[src/rtl/hydra_pkg.sv]
// Shared types and constants for the Hydra main control FSM:
// state encoding, opcode map and alu_op encodings.
package hydra_pkg;

    typedef enum logic [2:0] {
        ST_FETCH  = 3'd0,
        ST_DECODE = 3'd1,
        ST_EXEC   = 3'd2,
        ST_MEM    = 3'd3,
        ST_WB     = 3'd4
    } state_e;

    // Opcodes 0000-0111 are R-type; 1101-1111 are illegal.
    localparam logic [3:0] OP_LW  = 4'b1000;
    localparam logic [3:0] OP_SW  = 4'b1001;
    localparam logic [3:0] OP_BEQ = 4'b1010;
    localparam logic [3:0] OP_BNE = 4'b1011;
    localparam logic [3:0] OP_JMP = 4'b1100;

    localparam logic [1:0] ALUOP_ADD   = 2'b00;
    localparam logic [1:0] ALUOP_SUB   = 2'b01;
    localparam logic [1:0] ALUOP_RTYPE = 2'b10;

    typedef struct packed {
        logic is_rtype;
        logic is_lw;
        logic is_sw;
        logic is_beq;
        logic is_bne;
        logic is_jmp;
        logic is_illegal;
    } op_class_t;

endpackage

[src/rtl/hydra_opcode_decoder.sv]
// Combinational map from the latched opcode to one-hot instruction class flags.
module hydra_opcode_decoder
    import hydra_pkg::*;
(
    input  logic [3:0] opcode_q,
    output op_class_t  op_class
);

    // Classify the opcode; the MSB clear marks every R-type encoding.
    always_comb begin
        op_class = '0;
        if (opcode_q[3] == 1'b0) begin
            op_class.is_rtype = 1'b1;
        end else begin
            case (opcode_q)
                OP_LW:   op_class.is_lw      = 1'b1;
                OP_SW:   op_class.is_sw      = 1'b1;
                OP_BEQ:  op_class.is_beq     = 1'b1;
                OP_BNE:  op_class.is_bne     = 1'b1;
                OP_JMP:  op_class.is_jmp     = 1'b1;
                default: op_class.is_illegal = 1'b1;
            endcase
        end
    end

endmodule

[src/rtl/hydra_main_control.sv]
// Multi-cycle main control FSM for the Hydra 16-bit core: FETCH/DECODE/EXEC/MEM/WB
// sequencing with a bounded memory wait and single-cycle error pulses.
module hydra_main_control
    import hydra_pkg::*;
#(
    parameter int MEM_WAIT_MAX = 15
) (
    input  logic       clk,
    input  logic       rst_n,
    input  logic       instr_valid,
    input  logic [3:0] opcode,
    output logic       instr_ready,
    input  logic       zero,
    input  logic       mem_ready,
    output logic [1:0] alu_op,
    output logic       alu_src,
    output logic       reg_dst,
    output logic       mem_to_reg,
    output logic       reg_write,
    output logic       mem_read,
    output logic       mem_write,
    output logic       pc_write,
    output logic       jump,
    output logic       illegal,
    output logic       mem_err
);

    localparam logic [7:0] WAIT_LAST_C = 8'(MEM_WAIT_MAX - 1);

    state_e     state_r;
    state_e     state_nxt_s;
    logic [3:0] opcode_r;
    logic [3:0] opcode_nxt_s;
    logic [7:0] wait_cnt_r;
    logic [7:0] wait_cnt_nxt_s;
    logic       instr_ready_s;
    op_class_t  op_class_s;

    hydra_opcode_decoder u_decoder (
        .opcode_q (opcode_r),
        .op_class (op_class_s)
    );

    // State, latched opcode and MEM wait counter.
    always_ff @(posedge clk or negedge rst_n) begin
        if (!rst_n) begin
            state_r    <= ST_FETCH;
            opcode_r   <= 4'b0000;
            wait_cnt_r <= 8'd0;
        end else begin
            state_r    <= state_nxt_s;
            opcode_r   <= opcode_nxt_s;
            wait_cnt_r <= wait_cnt_nxt_s;
        end
    end

    // Next-state and output decode from the state and latched opcode class.
    always_comb begin
        state_nxt_s    = state_r;
        opcode_nxt_s   = opcode_r;
        wait_cnt_nxt_s = wait_cnt_r;
        instr_ready_s  = 1'b0;
        alu_op         = ALUOP_ADD;
        alu_src        = 1'b0;
        reg_dst        = 1'b0;
        mem_to_reg     = 1'b0;
        reg_write      = 1'b0;
        mem_read       = 1'b0;
        mem_write      = 1'b0;
        pc_write       = 1'b0;
        jump           = 1'b0;
        illegal        = 1'b0;
        mem_err        = 1'b0;
        case (state_r)
            ST_FETCH: begin
                instr_ready_s = 1'b1;
                if (instr_valid) begin
                    opcode_nxt_s = opcode;
                    state_nxt_s  = ST_DECODE;
                end else begin
                    state_nxt_s  = ST_FETCH;
                end
            end
            ST_DECODE: begin
                if (op_class_s.is_illegal) begin
                    illegal     = 1'b1;
                    state_nxt_s = ST_FETCH;
                end else begin
                    state_nxt_s = ST_EXEC;
                end
            end
            ST_EXEC: begin
                if (op_class_s.is_rtype) begin
                    alu_op      = ALUOP_RTYPE;
                    reg_dst     = 1'b1;
                    state_nxt_s = ST_WB;
                end else if (op_class_s.is_lw || op_class_s.is_sw) begin
                    alu_op         = ALUOP_ADD;
                    alu_src        = 1'b1;
                    wait_cnt_nxt_s = 8'd0;
                    state_nxt_s    = ST_MEM;
                end else if (op_class_s.is_beq || op_class_s.is_bne) begin
                    // zero feeds pc_write combinationally in this same cycle
                    alu_op      = ALUOP_SUB;
                    pc_write    = op_class_s.is_beq ? zero : ~zero;
                    state_nxt_s = ST_FETCH;
                end else if (op_class_s.is_jmp) begin
                    jump        = 1'b1;
                    pc_write    = 1'b1;
                    state_nxt_s = ST_FETCH;
                end else begin
                    state_nxt_s = ST_FETCH;
                end
            end
            ST_MEM: begin
                alu_op    = ALUOP_ADD;
                alu_src   = 1'b1;
                mem_read  = op_class_s.is_lw;
                mem_write = op_class_s.is_sw;
                // A ready arriving on the last allowed cycle still completes normally.
                if (mem_ready) begin
                    state_nxt_s = op_class_s.is_lw ? ST_WB : ST_FETCH;
                end else if (wait_cnt_r == WAIT_LAST_C) begin
                    mem_err     = 1'b1;
                    state_nxt_s = ST_FETCH;
                end else begin
                    wait_cnt_nxt_s = wait_cnt_r + 8'd1;
                end
            end
            ST_WB: begin
                reg_write   = 1'b1;
                mem_to_reg  = op_class_s.is_lw;
                reg_dst     = op_class_s.is_rtype;
                state_nxt_s = ST_FETCH;
            end
            default: begin
                state_nxt_s = ST_FETCH;
            end
        endcase
    end

    // instr_ready is held low for the whole time reset is asserted.
    assign instr_ready = instr_ready_s & rst_n;

endmodule
[config.mk]
export PLATFORM = sky130hd
export DESIGN_NAME = hydra_main_control
export DESIGN_NICKNAME = d
export VERILOG_FILES = /design/src/rtl/hydra_pkg.sv /design/src/rtl/hydra_opcode_decoder.sv /design/src/rtl/hydra_main_control.sv
export SDC_FILE = /design/constraint.sdc
export NUM_CORES = 1
export LEC_CHECK = 0
export BUFFER_PORTS_ARGS = -buffer_cell sky130_fd_sc_hd__buf_2
export CAP_MARGIN = 20
export CORE_MARGIN = 4
export CORE_UTILIZATION = 29
export CTS_BUF_LIST = sky130_fd_sc_hd__clkbuf_4
export DETAILED_ROUTE_END_ITERATION = 12
export PLACE_DENSITY = 0.47
export SLEW_MARGIN = 20
export SYNTH_ARGS = -nofsm -noshare
export SYNTH_HDL_FRONTEND = slang
export SYNTH_SLANG_ARGS = --single-unit
[constraint.sdc]
create_clock -name clk -period 4 [get_ports clk]
set_clock_uncertainty 0.2 [all_clocks]
set_input_delay 0 -clock clk [delete_from_list [all_inputs] [get_ports clk]]
set_output_delay 0 -clock clk [all_outputs]
set_load 0.05 [all_outputs]
Word level (Yosys, flattened, before mapping)
Cells that the tools add are included.
{"block": "op_classes", "add_sub_neg": 1, "multipliers": 0, "div_mod_pow": 0, "n_lt_le_gt_ge": 0, "n_eq_ne": 15, "shift": 0, "n_mux": 49, "bitwise_logic": 2, "n_reduce_logical": 8}
{"operator": "2-to-1 mux 1 bit", "n": 33}
{"operator": "2-to-1 mux 8 bit", "n": 4}
{"operator": "== test 4 bit, second input constant", "n": 5}
{"operator": "case mux 8 bit (2 select lines)", "n": 1}
{"operator": "2-to-1 mux 3 bit", "n": 4}
{"operator": "case mux 3 bit (4 select lines)", "n": 1}
{"operator": "adder 8 x 1 -> 8 bit, second input constant", "n": 1}
{"operator": "== test 8 x 4 -> 1 bit, second input constant", "n": 1}
{"operator": "2-to-1 mux 2 bit", "n": 4}
{"operator": "inequality test 2 bit, second input constant", "n": 4}
{"operator": "== test 3 x 2 -> 1 bit, second input constant", "n": 2}
{"operator": "2-to-1 mux 6 bit", "n": 1}
{"operator": "AND reduction 5 bit", "n": 1}
{"operator": "OR reduction 5 bit", "n": 1}
{"operator": "== test 3 x 1 -> 1 bit, second input constant", "n": 1}
{"operator": "== test 3 bit, second input constant", "n": 1}
{"operator": "logical NOT 3 bit", "n": 1}
{"operator": "inequality test 3 bit, second input constant", "n": 1}
{"operator": "logical OR 1 bit", "n": 2}
{"operator": "case mux 1 bit (2 select lines)", "n": 1}
{"operator": "AND reduction 2 bit", "n": 1}
{"operator": "nonzero test 2 bit", "n": 1}
{"operator": "OR reduction 2 bit", "n": 1}
{"operator": "AND 1 bit", "n": 1}
{"operator": "NOT 1 bit", "n": 1}
{"block": "word_totals", "register_bits": 15, "latch_bits": 0, "ramBits": 0, "rom_bits": 0, "in_bits": 9, "output_inout_bits": 13, "wordCells": 78, "n_memories": 0}

Longest topological paths before layout
{"block": "depth", "ltp_word": 9, "mapped_depth": 6, "ltp_nobuf": 6}

Cells and area by module
From an unflattened synthesis, not the netlist that was laid out.
{"block": "hier_totals", "cells_unflattened": 99, "hier_area_um2": 997.2}
{"mod": "hydra_main_control", "instances": 1, "cells_per_inst": 92, "area_per_inst_um2": 920.9, "seq_area_each_um2": 375.4}
{"mod": "hydra_opcode_decoder", "instances": 1, "cells_per_inst": 7, "area_per_inst_um2": 76.3, "seq_area_each_um2": 0.0}

Worst setup path before layout
OpenSTA, ideal clock, no wires.
{"block": "synth_timing", "path_type": "register -> output", "from": "register state_r[0]", "to": "output port mem_to_reg", "t_arrival_ps": 2630, "required_time_ps": 3800, "slack_ps": 1170, "stages_incl_launch_ff": 5, "n_path_buf": 1, "cell_sequence": "dfrtp_1 clkbuf_1 nor3b_1 nand2_1 nor2_1"}
{"block": "synth_between", "elab_chain_cells": 2}
{"element": "start: declaration", "line_no": "hydra_main_control.sv:30", "rtl": "state_e state_r;"}
{"element": "start signal: assignment", "line_no": "hydra_main_control.sv:51", "rtl": "state_r <= state_nxt_s;"}
{"element": "== test 3 bit", "line_no": "hydra_main_control.sv:74", "rtl": "case (state_r)"}
{"element": "2-to-1 mux 1 bit", "line_no": "hydra_main_control.sv:74"}
{"element": "end: declaration", "line_no": "hydra_main_control.sv:18", "rtl": "output logic mem_to_reg,"}
Every way passes these cells.

Worst setup path after layout
{"block": "layout_timing", "from": "register wait_cnt_r[0]", "to": "output port mem_err"}
{"block": "layout_between", "elab_chain_cells": 4}
{"element": "start: declaration", "line_no": "hydra_main_control.sv:34", "rtl": "logic [7:0] wait_cnt_r;"}
{"element": "start signal: assignment", "line_no": "hydra_main_control.sv:53", "rtl": "wait_cnt_r <= wait_cnt_nxt_s;"}
{"element": "== test 8 x 4 -> 1 bit", "line_no": "hydra_main_control.sv:123", "rtl": "end else if (wait_cnt_r == WAIT_LAST_C) begin"}
{"element": "2-to-1 mux 1 bit", "line_no": "hydra_main_control.sv:123"}
{"element": "2-to-1 mux 1 bit", "line_no": "hydra_main_control.sv:121", "rtl": "if (mem_ready) begin"}
{"element": "2-to-1 mux 1 bit", "line_no": "hydra_main_control.sv:74"}
{"element": "end: declaration", "line_no": "hydra_main_control.sv:25", "rtl": "output logic mem_err"}
Every way passes these cells.

==> reports/results.tsv <==
stage	metric	value	unit
critical_path	reg2reg_slack	1.57	ns
detailed_routing	drcViolationCount	0	
place	gp_routability_congestion	0.752	
final_layout	syn_to_final_growth	25.1	%
clock_network	clk_path_buf_depth	2	
place	dp_hpwl	1.68	mm
synth	synthCells	103	
die	core_area	3100	um^2
sta	hold_ws	0.270	ns
clock_network	cts_root_buf	clkbuf_4	
sta	rsz0062_at_grt	no	
place	dpl_worst_slack	1.63	ns
power_and_ir_drop	ir_drop	0.181	mV
sta	hold_violations	0	
critical_path	path_buf_inv	2	
sta	drv_slew	0	
power_and_ir_drop	p_clk_share	12.1	%
critical_path	cpPeakStageDelay	0.49	ns
final_layout	n_antenna_cell	0	
synth	seq_area_frac_synth	39.0	%
clock_network	clkSlewWorstSetupHoldPaths	0.10	ns
power_and_ir_drop	power.density	594	nW/um^2
critical_path	cp_data_arrival_time	2.26	ns
sta	setup_tns	0	ns
die	io_pins	22	
detailed_routing	ant_nets	0	
critical_path	r2r-start	wait_cnt_r[0]	
die	fp.dieW	65.6	um
detailed_routing	viasPerCell	4.95	
final_layout	final_area	1200	um^2
clock_network	cts-buffers-inserted	3	
synth	synth_nets	114	
synth	synth.cell_area	962	um^2
clock_network	cts_tree	done	
die	rows	20	
critical_path	cp-start-kind	flop	
min_path	hp-start	opcode[1]	
critical_path	reg2reg_to	wait_cnt_r[0]	
clock_network	cts_max_level	1	
sta	fin_crit_sh	61.4	%
global_routing	grt_start_max_net_pins	16	
global_routing	antenna_found_initial	0	
synth	synthFlopType	dfrtp_1	
sta	min_period	2.46	ns
synth	synth_enable_flop_cells	0	
sta	tightest_slew	0.769	ns
detailed_routing	drt_first_pass_iters	4	
status	status	finished, final reports clean	
sta	layout_setup_ws	1.54	ns
clock_network	cts_setup_buffers	0	
die	die_y	65.6	um
critical_path	r2r_cells	6	
critical_path	crit_family	simple AND/OR/NAND/NOR gates	
critical_path	critPathKind	flop to primary output	
power_and_ir_drop	power_frac_seq	43.3	%
detailed_routing	drtIter0Drc	52	
power_and_ir_drop	power.leakage	0.546	nW
die	initial_core_util	31.0	%
synth	synth_warnings	0	
min_path	hold_path_depth	3	
place	portBuffers	21	
final_layout	layout_commonest_cell	buf_2	
sta	fmax	0.407	GHz
synth	ys_types	36	
critical_path	slowest_stage	or4b_1	
min_path	hp-class	primary input to flop	
detailed_routing	wire_per_inst	13.1	um
min_path	min_to	opcode_r[1]	
final_layout	layout_common_cells	21 x buf_2, 15 x dfrtp_1, 12 x nand2_1, 8 x dlygate4sd3_1, 7 x nor2_1	
power_and_ir_drop	p_int	0.000378	W
global_routing	grt_pass1_wl	3.90	mm
global_routing	grt_use_total	11.6	%
synth	avgSynthCellArea	9.34	um^2
run	drv_cap	0	
power_and_ir_drop	combinationalPowerShare	44.5	%
critical_path	cp_data_required_time	3.80	ns
critical_path	cp_max_fo	5	
final_layout	final_nets	143	
detailed_routing	wl	2.29	mm
synth	synth_seq_cells	15	
power_and_ir_drop	p_switching	0.000337	W
final_layout	drive_gt1_share	25.2	%
global_routing	grt_pass1_vias	814	
critical_path	crit_chain	inv_1 -> ha_1 -> or4b_1 -> or3_1 -> nor3_1 -> buf_2	
synth	async_flop_share	100	%
sta	setup-violations-final	0	
critical_path	endpoint_kind	primary output	
global_routing	gr-total-overflow	0	
sta	max_slew_margin	48.3	%
die	die-area	4300	um^2
clock_network	clock_latency	0.28	ns
place	place_area	1100	um^2
detailed_routing	vias	867	
clock_network	clock-sinks	15	
power_and_ir_drop	switching_share	47.2	%
-- layout make-up --
class                   instances  area [um^2]
flip-flops and latches         15          375
inverters                       1         3.75
fillers                       344         1900
repair buffers                 29          185
clock buffers                   3         22.5
clock inverters                 1         5.00
multi-input cells              82          557
well taps                      44         55.1
-- per-stage QoR --
step | util (%) | total power [W] | cells
after global routing | 38.8 | 0.000774 | 175
after detailed placement | 35.3 | 0.000625 | 163
final | 38.8 | 0.000715 | 175
after global placement | 35.3 | 0.000628 | 163
after CTS | 38.5 | 0.000723 | 174
after floorplan | - | 0.000552 | 103
-- logic make-up (layout without fill, tap and decap cells) --
| logic type | count (synthesis) | after routing | synth area share [%] |
|---|---|---|---|
| multiplexers | 4 | 4 | 4.68 |
| buffers and inverters | 6 | 34 | 3.12 |
| flip-flops | 15 | 15 | 39.0 |
| adder cells (fa/ha/maj) | 2 | 2 | 2.60 |
| AO/OA/AOI/OAI | 20 | 20 | 14.8 |
| AND/OR/NAND/NOR | 53 | 53 | 33.0 |
| XOR/XNOR | 3 | 3 | 2.73 |
-- worst register-to-register path, stage by stage, from the launching register on --
cell and delay [ns]:
dfrtp_1 0.43, inv_1 0.10, ha_1 0.15, or4b_1 0.49, nor3_1 0.62, o211ai_1 0.15
o311ai_0 0.16
-- repair_timing --
action	4_1_cts	5_1_grt
endpoints found under the hold margin	23	1
hold buffers	7	1
gates resized for setup	0	0
-- per-layer routing --
metal | GRT usage, % | up-vias | routed length (um) | part of all wire [%]
li1 | - | 441 | - | -
met5 | 0 | - | 0 | 0
met4 | 3.11 | 0 | 15 | 0.66
met3 | 4.10 | 2 | 99 | 4.3
met1 | 15.4 | 411 | 1100 | 48
met2 | 18.0 | 13 | 1070 | 47
-- cell usage after synthesis (all sizes together), types with 2 or more instances --
| library cell | n | area share (%) |
|---|---|---|
| or3 | 3 | 2.0 |
| and2 | 4 | 2.6 |
| a21oi | 5 | 2.6 |
| o311ai | 3 | 3.5 |
| nand2 | 12 | 4.7 |
| mux2 | 4 | 4.7 |
| nor2 | 7 | 2.7 |
| o21ai | 4 | 2.1 |
| xnor2 | 2 | 1.8 |
| nand3 | 4 | 2.1 |
| or4 | 3 | 2.7 |
| nor3b | 5 | 3.9 |
| o211ai | 3 | 2.3 |
| dfrtp | 15 | 39 |
| clkbuf | 4 | 1.6 |
| ha | 2 | 2.6 |
| nor3 | 4 | 2.1 |
| nand2b | 3 | 2.0 |
-- power by group through the flow --
stage / Sequential [W] / Combinational (W) / Clock, W
after floorplan: 0.000267 / 0.000285 / 0
after global placement: 0.000313 / 0.000315 / 0
after detailed placement: 0.000313 / 0.000312 / 0
after CTS: 0.000309 / 0.000321 / 0.0000926
after global routing: 0.000324 / 0.000348 / 0.000102
final: 0.000310 / 0.000319 / 0.0000867
-- state kept, by name, summed over array words and instances (netlist names) --
name	cells
opcode_r	4
state_r	3
wait_cnt_r	8
-- worst max-delay path by stage --
stage / from / to / slack (ns) / depth (start not counted)
final: wait_cnt_r[0] / mem_err / 1.54 / 6
after global routing: wait_cnt_r[0] / mem_err / 1.38 / 6
after CTS: wait_cnt_r[0] / mem_err / 1.52 / 6
after detailed placement: wait_cnt_r[0] / wait_cnt_r[3] / 1.63 / 6
after global placement: wait_cnt_r[0] / wait_cnt_r[3] / 1.77 / 6
after floorplan: state_r[0] / mem_to_reg / 1.17 / 4
No activity file was read; power rests on OpenSTA's default activity.
